`src/rtl/icosoc_mod_i2c_target_pkg.sv`:
```
// Shared definitions for the icosoc I2C target peripheral: FSM state
// encoding, status-word bit positions and the ctrl-bus status address.
// Optional build macro used by this block: I2C_TARGET_GLITCH_FILTER_EN.
package icosoc_mod_i2c_target_pkg;

  typedef enum logic [3:0] {
    ST_IDLE,
    ST_ADDR,
    ST_ADDR_ACK,
    ST_SUB,
    ST_SUB_ACK,
    ST_WDATA,
    ST_WDATA_ACK,
    ST_RDATA,
    ST_RDATA_ACK,
    ST_IGNORE
  } state_t;

  localparam int unsigned STATUS_BUSY      = 0;
  localparam int unsigned STATUS_ADDRESSED = 1;
  localparam int unsigned STATUS_WRITTEN   = 2;
  localparam int unsigned STATUS_NACK      = 3;
  localparam int unsigned STATUS_PTR_LSB   = 8;

  localparam logic [15:0] STATUS_ADDR = 16'h0100;

endpackage

```
`src/rtl/icosoc_mod_i2c_target_if.sv`:
```
// icosoc ctrl bus as seen by the I2C target peripheral.
//   ctrl_wr   [3:0]  byte write strobes (any set = write)
//   ctrl_rd          read request
//   ctrl_addr [15:0] word address
//   ctrl_wdat [31:0] write data
//   ctrl_rdat [31:0] read data
//   ctrl_done        one-cycle completion pulse
// master = CPU side, slave = peripheral side.
interface icosoc_mod_i2c_target_if;
  logic [3:0]  ctrl_wr;
  logic        ctrl_rd;
  logic [15:0] ctrl_addr;
  logic [31:0] ctrl_wdat;
  logic [31:0] ctrl_rdat;
  logic        ctrl_done;

  modport master (
    output ctrl_wr, ctrl_rd, ctrl_addr, ctrl_wdat,
    input  ctrl_rdat, ctrl_done
  );

  modport slave (
    input  ctrl_wr, ctrl_rd, ctrl_addr, ctrl_wdat,
    output ctrl_rdat, ctrl_done
  );
endinterface

```
`src/rtl/icosoc_mod_i2c_target_line_filter.sv`:
```
// i2c_line_filter: conditions one open-drain bus line (SCL or SDA).
// 2-flop synchronizer, then (with I2C_TARGET_GLITCH_FILTER_EN defined) a
// filter whose output only follows after 4 equal consecutive samples,
// then single-cycle rise/fall pulses on the conditioned level.
// Latency line_i -> line_o: 2 clk unfiltered, 6 clk filtered.
//   clk, resetn  clock, asynchronous active-low reset
//   line_i       raw pin sense
//   line_o       conditioned level (resets to 1, the idle bus level)
//   rise, fall   one-cycle edge pulses of line_o
module i2c_line_filter (
  input  logic clk,
  input  logic resetn,
  input  logic line_i,
  output logic line_o,
  output logic rise,
  output logic fall
);
  logic [1:0] sync_q;
  logic       prev_q;

  always_ff @(posedge clk or negedge resetn) begin
    if (!resetn) sync_q <= '1;
    else         sync_q <= {sync_q[0], line_i};
  end

`ifdef I2C_TARGET_GLITCH_FILTER_EN
  logic [2:0] hist_q;
  logic       filt_q;

  // The three history flops plus the current synchronized sample form the
  // 4-sample window; the output only moves when the window is unanimous.
  always_ff @(posedge clk or negedge resetn) begin
    if (!resetn) begin
      hist_q <= '1;
      filt_q <= 1'b1;
    end else begin
      hist_q <= {hist_q[1:0], sync_q[1]};
      if ({hist_q, sync_q[1]} == 4'b1111)      filt_q <= 1'b1;
      else if ({hist_q, sync_q[1]} == 4'b0000) filt_q <= 1'b0;
    end
  end

  assign line_o = filt_q;
`else
  assign line_o = sync_q[1];
`endif

  always_ff @(posedge clk or negedge resetn) begin
    if (!resetn) prev_q <= 1'b1;
    else         prev_q <= line_o;
  end

  assign rise = line_o & ~prev_q;
  assign fall = ~line_o & prev_q;
endmodule

```
`src/rtl/icosoc_mod_i2c_target.sv`:
```
// icosoc_mod_i2c_target: I2C target (slave) with an 8-bit register file
// shared between the I2C bus and the CPU ctrl bus.
// Optional build macro: I2C_TARGET_GLITCH_FILTER_EN (input spike filter).
//   clk      system clock (>= 20x SCL)
//   resetn   asynchronous active-low reset
//   ctrl     ctrl bus (slave modport): regs at 0..REG_COUNT-1, status at 16'h0100
//   scl_i    SCL pin sense
//   sda_i    SDA pin sense
//   sda_oe   1 = pull SDA low, 0 = release
// Status: [0] busy, [1] addressed (W1C), [2] written by I2C (W1C),
//         [3] last read byte NACKed, [15:8] pointer.
module icosoc_mod_i2c_target
  import icosoc_mod_i2c_target_pkg::*;
#(
  parameter logic [6:0]  I2C_ADDR  = 7'h42,
  parameter int unsigned REG_COUNT = 16
) (
  input  logic                   clk,
  input  logic                   resetn,
  icosoc_mod_i2c_target_if.slave ctrl,
  input  logic                   scl_i,
  input  logic                   sda_i,
  output logic                   sda_oe
);
  localparam int unsigned PTR_W = $clog2(REG_COUNT);

  logic scl, scl_rise, scl_fall;
  logic sda, sda_rise, sda_fall;

  i2c_line_filter u_scl (
    .clk(clk), .resetn(resetn), .line_i(scl_i),
    .line_o(scl), .rise(scl_rise), .fall(scl_fall)
  );

  i2c_line_filter u_sda (
    .clk(clk), .resetn(resetn), .line_i(sda_i),
    .line_o(sda), .rise(sda_rise), .fall(sda_fall)
  );

  logic start_cond, stop_cond;
  assign start_cond = sda_fall & scl;
  assign stop_cond  = sda_rise & scl;

  state_t           state, state_nxt;
  logic [3:0]       bit_cnt, bit_cnt_nxt;
  logic [7:0]       shreg, shreg_nxt;
  logic [PTR_W-1:0] ptr, ptr_nxt;
  logic             rw, rw_nxt;
  logic             nack, nack_nxt;
  logic             oe_nxt;
  logic             i2c_we;
  logic             set_addressed;
  logic [7:0]       shift_byte;
  logic [7:0]       regs [REG_COUNT];

  always_ff @(posedge clk or negedge resetn) begin
    if (!resetn) begin
      state   <= ST_IDLE;
      bit_cnt <= '0;
      shreg   <= '0;
      ptr     <= '0;
      rw      <= 1'b0;
      nack    <= 1'b0;
      sda_oe  <= 1'b0;
    end else begin
      state   <= state_nxt;
      bit_cnt <= bit_cnt_nxt;
      shreg   <= shreg_nxt;
      ptr     <= ptr_nxt;
      rw      <= rw_nxt;
      nack    <= nack_nxt;
      sda_oe  <= oe_nxt;
    end
  end

  always_comb begin
    state_nxt     = state;
    bit_cnt_nxt   = bit_cnt;
    shreg_nxt     = shreg;
    ptr_nxt       = ptr;
    rw_nxt        = rw;
    nack_nxt      = nack;
    oe_nxt        = sda_oe;
    i2c_we        = 1'b0;
    set_addressed = 1'b0;
    shift_byte    = {shreg[6:0], sda};

    if (start_cond) begin
      state_nxt   = ST_ADDR;
      bit_cnt_nxt = '0;
      oe_nxt      = 1'b0;
    end else if (stop_cond) begin
      state_nxt = ST_IDLE;
      oe_nxt    = 1'b0;
    end else begin
      unique case (state)
        ST_ADDR, ST_SUB, ST_WDATA: begin
          if (scl_rise) begin
            shreg_nxt   = shift_byte;
            bit_cnt_nxt = bit_cnt + 4'd1;
            if (bit_cnt == 4'd7) begin
              if (state == ST_ADDR) begin
                if (shift_byte[7:1] == I2C_ADDR) begin
                  state_nxt     = ST_ADDR_ACK;
                  rw_nxt        = shift_byte[0];
                  set_addressed = 1'b1;
                end else begin
                  state_nxt = ST_IGNORE;
                end
              end else if (state == ST_SUB) begin
                state_nxt = ST_SUB_ACK;
                ptr_nxt   = shift_byte[PTR_W-1:0];
              end else begin
                state_nxt = ST_WDATA_ACK;
                i2c_we    = 1'b1;
                ptr_nxt   = ptr + PTR_W'(1);
              end
            end
          end
        end

        // Entered on the 8th rise with SDA released: the first fall starts
        // the ACK, the second fall (after the 9th rise) ends it.
        ST_ADDR_ACK, ST_SUB_ACK, ST_WDATA_ACK: begin
          if (scl_fall) begin
            if (!sda_oe) begin
              oe_nxt = 1'b1;
            end else begin
              oe_nxt      = 1'b0;
              bit_cnt_nxt = '0;
              if (state == ST_ADDR_ACK && rw) begin
                state_nxt = ST_RDATA;
                shreg_nxt = regs[ptr];
                oe_nxt    = ~regs[ptr][7];
              end else if (state == ST_ADDR_ACK) begin
                state_nxt = ST_SUB;
              end else begin
                state_nxt = ST_WDATA;
              end
            end
          end
        end

        // Bit 7 went out on entry; bit_cnt counts rises, so at a fall it
        // names the next bit to present (7 - bit_cnt == ~bit_cnt[2:0]).
        ST_RDATA: begin
          if (scl_rise) begin
            bit_cnt_nxt = bit_cnt + 4'd1;
          end else if (scl_fall) begin
            if (bit_cnt == 4'd8) begin
              oe_nxt    = 1'b0;
              state_nxt = ST_RDATA_ACK;
            end else begin
              oe_nxt = ~shreg[~bit_cnt[2:0]];
            end
          end
        end

        // Entered on a fall, so any fall seen here follows the ACK rise.
        ST_RDATA_ACK: begin
          if (scl_rise) begin
            ptr_nxt  = ptr + PTR_W'(1);
            nack_nxt = sda;
            if (sda) state_nxt = ST_IGNORE;
          end else if (scl_fall) begin
            state_nxt   = ST_RDATA;
            bit_cnt_nxt = '0;
            shreg_nxt   = regs[ptr];
            oe_nxt      = ~regs[ptr][7];
          end
        end

        default: ;
      endcase
    end
  end

  // ctrl bus side
  logic             cpu_req, cpu_wr, cpu_rd;
  logic             cpu_reg_hit, cpu_status_hit;
  logic [PTR_W-1:0] cpu_idx;
  logic             clr_addressed, clr_written;
  logic             addressed, written;
  logic             done_q;
  logic [31:0]      rdat_q;
  logic [31:0]      status;
  logic             unused_wdat;

  assign cpu_req        = (|ctrl.ctrl_wr | ctrl.ctrl_rd) & ~done_q;
  assign cpu_wr         = cpu_req & (|ctrl.ctrl_wr);
  assign cpu_rd         = cpu_req & ~(|ctrl.ctrl_wr);
  assign cpu_reg_hit    = ctrl.ctrl_addr < 16'(REG_COUNT);
  assign cpu_status_hit = ctrl.ctrl_addr == STATUS_ADDR;
  assign cpu_idx        = ctrl.ctrl_addr[PTR_W-1:0];
  assign clr_addressed  = cpu_wr & cpu_status_hit & ctrl.ctrl_wdat[STATUS_ADDRESSED];
  assign clr_written    = cpu_wr & cpu_status_hit & ctrl.ctrl_wdat[STATUS_WRITTEN];
  assign unused_wdat    = ^ctrl.ctrl_wdat[31:8];

  always_comb begin
    status                              = '0;
    status[STATUS_BUSY]                 = state != ST_IDLE;
    status[STATUS_ADDRESSED]            = addressed;
    status[STATUS_WRITTEN]              = written;
    status[STATUS_NACK]                 = nack;
    status[STATUS_PTR_LSB +: 8]         = 8'(ptr);
  end

  // The I2C write is issued after the CPU write so it wins a collision.
  always_ff @(posedge clk or negedge resetn) begin
    if (!resetn) begin
      for (int unsigned i = 0; i < REG_COUNT; i++) regs[i] <= '0;
    end else begin
      if (cpu_wr && cpu_reg_hit) regs[cpu_idx] <= ctrl.ctrl_wdat[7:0];
      if (i2c_we)                regs[ptr]     <= shift_byte;
    end
  end

  always_ff @(posedge clk or negedge resetn) begin
    if (!resetn) begin
      addressed <= 1'b0;
      written   <= 1'b0;
      done_q    <= 1'b0;
      rdat_q    <= '0;
    end else begin
      addressed <= set_addressed | (addressed & ~clr_addressed);
      written   <= i2c_we | (written & ~clr_written);
      done_q    <= cpu_req;
      if (cpu_rd) begin
        if (cpu_reg_hit)         rdat_q <= {24'h0, regs[cpu_idx]};
        else if (cpu_status_hit) rdat_q <= status;
        else                     rdat_q <= '0;
      end
    end
  end

  assign ctrl.ctrl_done = done_q;
  assign ctrl.ctrl_rdat = rdat_q;
endmodule

```
`src/flat_wrapper.sv`:
```
// flat-port wrapper written by rule: the top's interface ports become plain ports
module icosoc_mod_i2c_target_flat import icosoc_mod_i2c_target_pkg::*;
#(
  parameter logic [6:0]  I2C_ADDR  = 7'h42,
  parameter int unsigned REG_COUNT = 16
)
  (clk, resetn, scl_i, sda_i, sda_oe, ctrl_ctrl_wr, ctrl_ctrl_rd, ctrl_ctrl_addr, ctrl_ctrl_wdat, ctrl_ctrl_rdat, ctrl_ctrl_done);
  icosoc_mod_i2c_target_if ctrl_i ();
  input  logic clk;
  input  logic resetn;
  input  logic scl_i;
  input  logic sda_i;
  output logic sda_oe;
  input wire logic [$bits(ctrl_i.ctrl_wr)-1:0] ctrl_ctrl_wr;
  input wire logic [$bits(ctrl_i.ctrl_rd)-1:0] ctrl_ctrl_rd;
  input wire logic [$bits(ctrl_i.ctrl_addr)-1:0] ctrl_ctrl_addr;
  input wire logic [$bits(ctrl_i.ctrl_wdat)-1:0] ctrl_ctrl_wdat;
  output wire logic [$bits(ctrl_i.ctrl_rdat)-1:0] ctrl_ctrl_rdat;
  output wire logic [$bits(ctrl_i.ctrl_done)-1:0] ctrl_ctrl_done;
  assign ctrl_i.ctrl_wr = ctrl_ctrl_wr;
  assign ctrl_i.ctrl_rd = ctrl_ctrl_rd;
  assign ctrl_i.ctrl_addr = ctrl_ctrl_addr;
  assign ctrl_i.ctrl_wdat = ctrl_ctrl_wdat;
  assign ctrl_ctrl_rdat = ctrl_i.ctrl_rdat;
  assign ctrl_ctrl_done = ctrl_i.ctrl_done;
  icosoc_mod_i2c_target #(.I2C_ADDR(I2C_ADDR), .REG_COUNT(REG_COUNT)) u_core (.clk(clk), .resetn(resetn), .ctrl(ctrl_i), .scl_i(scl_i), .sda_i(sda_i), .sda_oe(sda_oe));
endmodule
```
`config.mk`:
```
export PLATFORM = sky130hd
export DESIGN_NAME = icosoc_mod_i2c_target_flat
export DESIGN_NICKNAME = d
export VERILOG_FILES = /design/src/rtl/icosoc_mod_i2c_target_pkg.sv /design/src/rtl/icosoc_mod_i2c_target_if.sv /design/src/rtl/icosoc_mod_i2c_target_line_filter.sv /design/src/rtl/icosoc_mod_i2c_target.sv /design/src/flat_wrapper.sv
export SDC_FILE = /design/constraint.sdc
export NUM_CORES = 1
export LEC_CHECK = 0
export BUFFER_PORTS_ARGS = -buffer_cell sky130_fd_sc_hd__buf_2
export CAP_MARGIN = 20
export CORE_MARGIN = 4
export CORE_UTILIZATION = 30
export DETAILED_ROUTE_END_ITERATION = 16
export PLACE_DENSITY = 0.48
export RECOVER_POWER = 25
export SLEW_MARGIN = 5
export SYNTH_ARGS = -nofsm -noshare
export SYNTH_HDL_FRONTEND = slang
export SYNTH_SLANG_ARGS = --single-unit
```
`constraint.sdc`:
```
create_clock -name clk -period 2.1 [get_ports clk]
set_input_delay 0.42 -clock clk [delete_from_list [all_inputs] [get_ports clk]]
set_output_delay 0.42 -clock clk [all_outputs]
set_load 0.02 [all_outputs]
```
==> key figures <==
Run status
  • Outcome: finished, violations left
  • Failing checks: setup timing

Final layout
  • Synthesis-to-layout area growth: 22.08%
  • Share of layout cells above drive strength 1: 30.46%
  • Final #Nets: 1186
  • Most common cell after layout, fill and taps aside: dfrtp_1
  • Fin util: 36.95%
  • Commonest cells after routing, fill and taps aside: 163 x dfrtp_1, 132 x mux2i_1, 94 x nand2_1, 91 x buf_4
  • Final Non-Filler Cells: 1604
  • Post-route cell area: around 13000 µm²
  • # diodes: 0

Timing
  • Final hold vios: 0
  • Setup TNS: -0.2300 ns
  • Endpoints failing setup: 5
  • Worst Slack Setup Final: -0.06097 ns
  • Post-layout min period: between 2 and 2.5 ns
  • RSZ-0062 raised after global routing: yes
  • Worst Hold Margin: 0.06868 ns
  • Layout Skew: between 0.01 and 0.015 ns
  • Max-Slew Margin vs Limit: 31.03%
  • Worst-margin pin slew: approximately 1.0 ns
  • Pins over their slew limit: 0
  • Highest Clock Rate: approximately 460 MHz
  • Final period utilization: 102.9%

Yosys
  • Prevailing post-synth register cell: dfrtp_1
  • Top post-synthesis cells by area: dfrtp_1 38%, mux4_2 12%, mux2i_1 12%
  • Synth area leader: dfrtp_1
  • Async set-reset flop share out of synthesis: 100.0%
  • Ys Warns: 0
  • Mapped cell area: between 10000 and 15000 µm²
  • Number of enable flip-flop cells after synthesis: 0
  • Synth top area share: 37.57%
  • Post-Synthesis Cells: 1018
  • #FFs+latches synth: 172
  • Syn_area_per_cell: 10.86 µm²
  • Cell variety after synth: 74
  • Register area share after synthesis: around two fifths

Route
  • Max Used Layer: met4
  • Avg WL per Cell: around 22 µm
  • M1 WL: approximately 17000 µm
  • Met2 Wirelength: 16840 µm
  • Avg Vias per Cell: 5.343
  • Number of violations reported at the end of detailed-routing iteration 0: 574
  • Post-Route WL: ~36000 µm
  • Residual DRC: 0
  • Wire length on met3: 1548 µm
  • Final ANT Viol Nets: 0
  • First drt pass iteration count: 5
  • Via count: 8570

Worst setup path
  • Crit-path slowest cell: mux4_2
  • Crit-path cells: buf_12 > buf_12 > mux4_2 > a22o_1 > a221oi_2 > o21ai_1 > mux2_4
  • Worst path bufs/invs: 2
  • Crit-path leading delay family: multiplexers
  • Worst endpoint required time: 2.43 ns
  • Critical Path AT: between 2 and 2.5 ns
  • CP Class: flip-flop to flip-flop
  • Largest stage delay, worst path: 0.50 ns
  • Crit path max fanout: 13
  • CP startpoint kind: flip-flop
  • Worst setup EP type: flip-flop
  • Most used cell, CP: buf_12

Pwr
  • Leakage power: 5.708 nW
  • Peak supply drop: 0.0005956 V
  • PwrDens: 818.6 nW/µm²
  • Design Power: 11.05 mW

Placement
  • Dpl hpwl: about 25000 µm
  • Placed Instance Area: roughly 13000 µm²
  • Post-Place Cells: between 1500 and 2000
  • Placer Congestion: 0.8547
  • Worst slack at placement: -0.3578 ns
  • PortBufs: between 40 and 50

Global route
  • First-pass GRT wire length: 54390 µm
  • Total Routing Usage GR: 18.05%
  • Vias in the first global route: 8568
  • Grt ovf: 0
  • Initial antenna violation count: 0
  • Largest net degree at the start of global routing: 39

Floorplan
  • Core region area: 36520 µm²
  • Boundary Pins: 91
  • Die width: around 200 µm
  • Die height: 200.0 µm
  • Site row count: 70
  • Initial core utilization: 30.27%
  • Die area: 39990 µm²

Flow run
  • Max-Cap Viols: 0

Clocking
  • CTS Buf Count: 17
  • Clock Latency Late Sink: 0.45 ns
  • Max Buffers Root-to-Sink: 2
  • H-tree Lvls: 4
  • CTS tree: yes
  • Clock-pin slew on the worst setup and hold paths: 0.07 ns
  • Clock Sinks: roughly 170
  • Root Driver: clkbuf_16

Hold path
  • Hold Crit Class: input pin to flip-flop
-- where the power goes --
group	internal, mW	switching [mW]
Combinational	1.76	2.33
Clock	1.68	1.56
Sequential	3.50	0.209
-- Yosys cell counts, drive strengths merged (13+ instances only) --
library cell,instances
nor2b,22
nand2,94
mux4,72
mux2,13
nand3,24
nor2,79
a22o,13
clkbuf,59
buf,53
a21oi,76
o21ai,85
mux2i,132
nand4,13
dfrtp,166
-- flip-flops by register name, summed over array words and instances (netlist names), 2 cells and up --
| register | count |
|---|---|
| u_core.bit_cnt | 4 |
| u_core.ctrl.ctrl_rdat | 12 |
| u_core.ptr | 4 |
| u_core.regs | 128 |
| u_core.shreg | 8 |
| u_core.state | 4 |
| u_core.u_scl.sync_q | 2 |
| u_core.u_sda.sync_q | 2 |
-- worst paths after layout --
kind / from / slack (ns) / to / cells after the start
max: u_core.ptr[0] / -0.06 / u_core.shreg[5] / 7
min: scl_i / 0.07 / u_core.u_scl.sync_q[0] / 1
max reg2reg: u_core.ptr[0] / -0.06 / u_core.shreg[5] / 7
min reg2reg: u_core.u_sda.sync_q[0] / 0.36 / u_core.u_sda.sync_q[1] / 0
max in group asynchronous: resetn / 0.17 / u_core.regs[118] / 3
min in group asynchronous: resetn / 0.69 / u_core.addressed / 2
-- cells by family (layout without fill, tap and decap cells) --
family	Yosys count	count (layout)	synth area share [%]
AND/OR/NAND/NOR	282	282	14.67
adder cells (fa/ha/maj)	6	6	0.6790
other	1	20	0.03392
multiplexers	217	217	28.32
XOR/XNOR	1	1	0.07924
buffers and inverters	124	223	5.772
AO/OA/AOI/OAI	215	215	11.45
flip-flops	172	172	39.00
-- layer usage --
layer  GRT usage (%)  up-vias
met2           28.80      228
met4           4.377        0
met3           2.518       34
met1           26.12     4373
met5               0        -
li1                -     3935
-- cell type report --
cell class / instances / area [µm²]
clock buffer: 17 / 425.4
clock inverter: 15 / 151.4
fill: 3555 / 23030
inverter: 12 / 45.04
multi-input combinational: 741 / 6331
sequential: 172 / 4315
tap: 468 / 585.6
timing repair buffer: 179 / 1643
-- repair_timing --
item | 4_1_cts | 5_1_grt
setup endpoints to repair | 65 | 144
resized for setup | 15 | 31
cloned | 0 | 2
buffers inserted | 5 | 3
hold buffers | 1 | 0
pin swaps | 3 | 2
hold endpoints to repair | 31 | 0
-- worst register-to-register path, stage by stage (launching register included) --
cell and delay [ns]:
dfrtp_2 0.42, buf_12 0.19, buf_12 0.15, mux4_2 0.50, a22o_1 0.25, a221oi_2 0.20
o21ai_1 0.08, mux2_4 0.26
(Power assumes the default switching activity.)
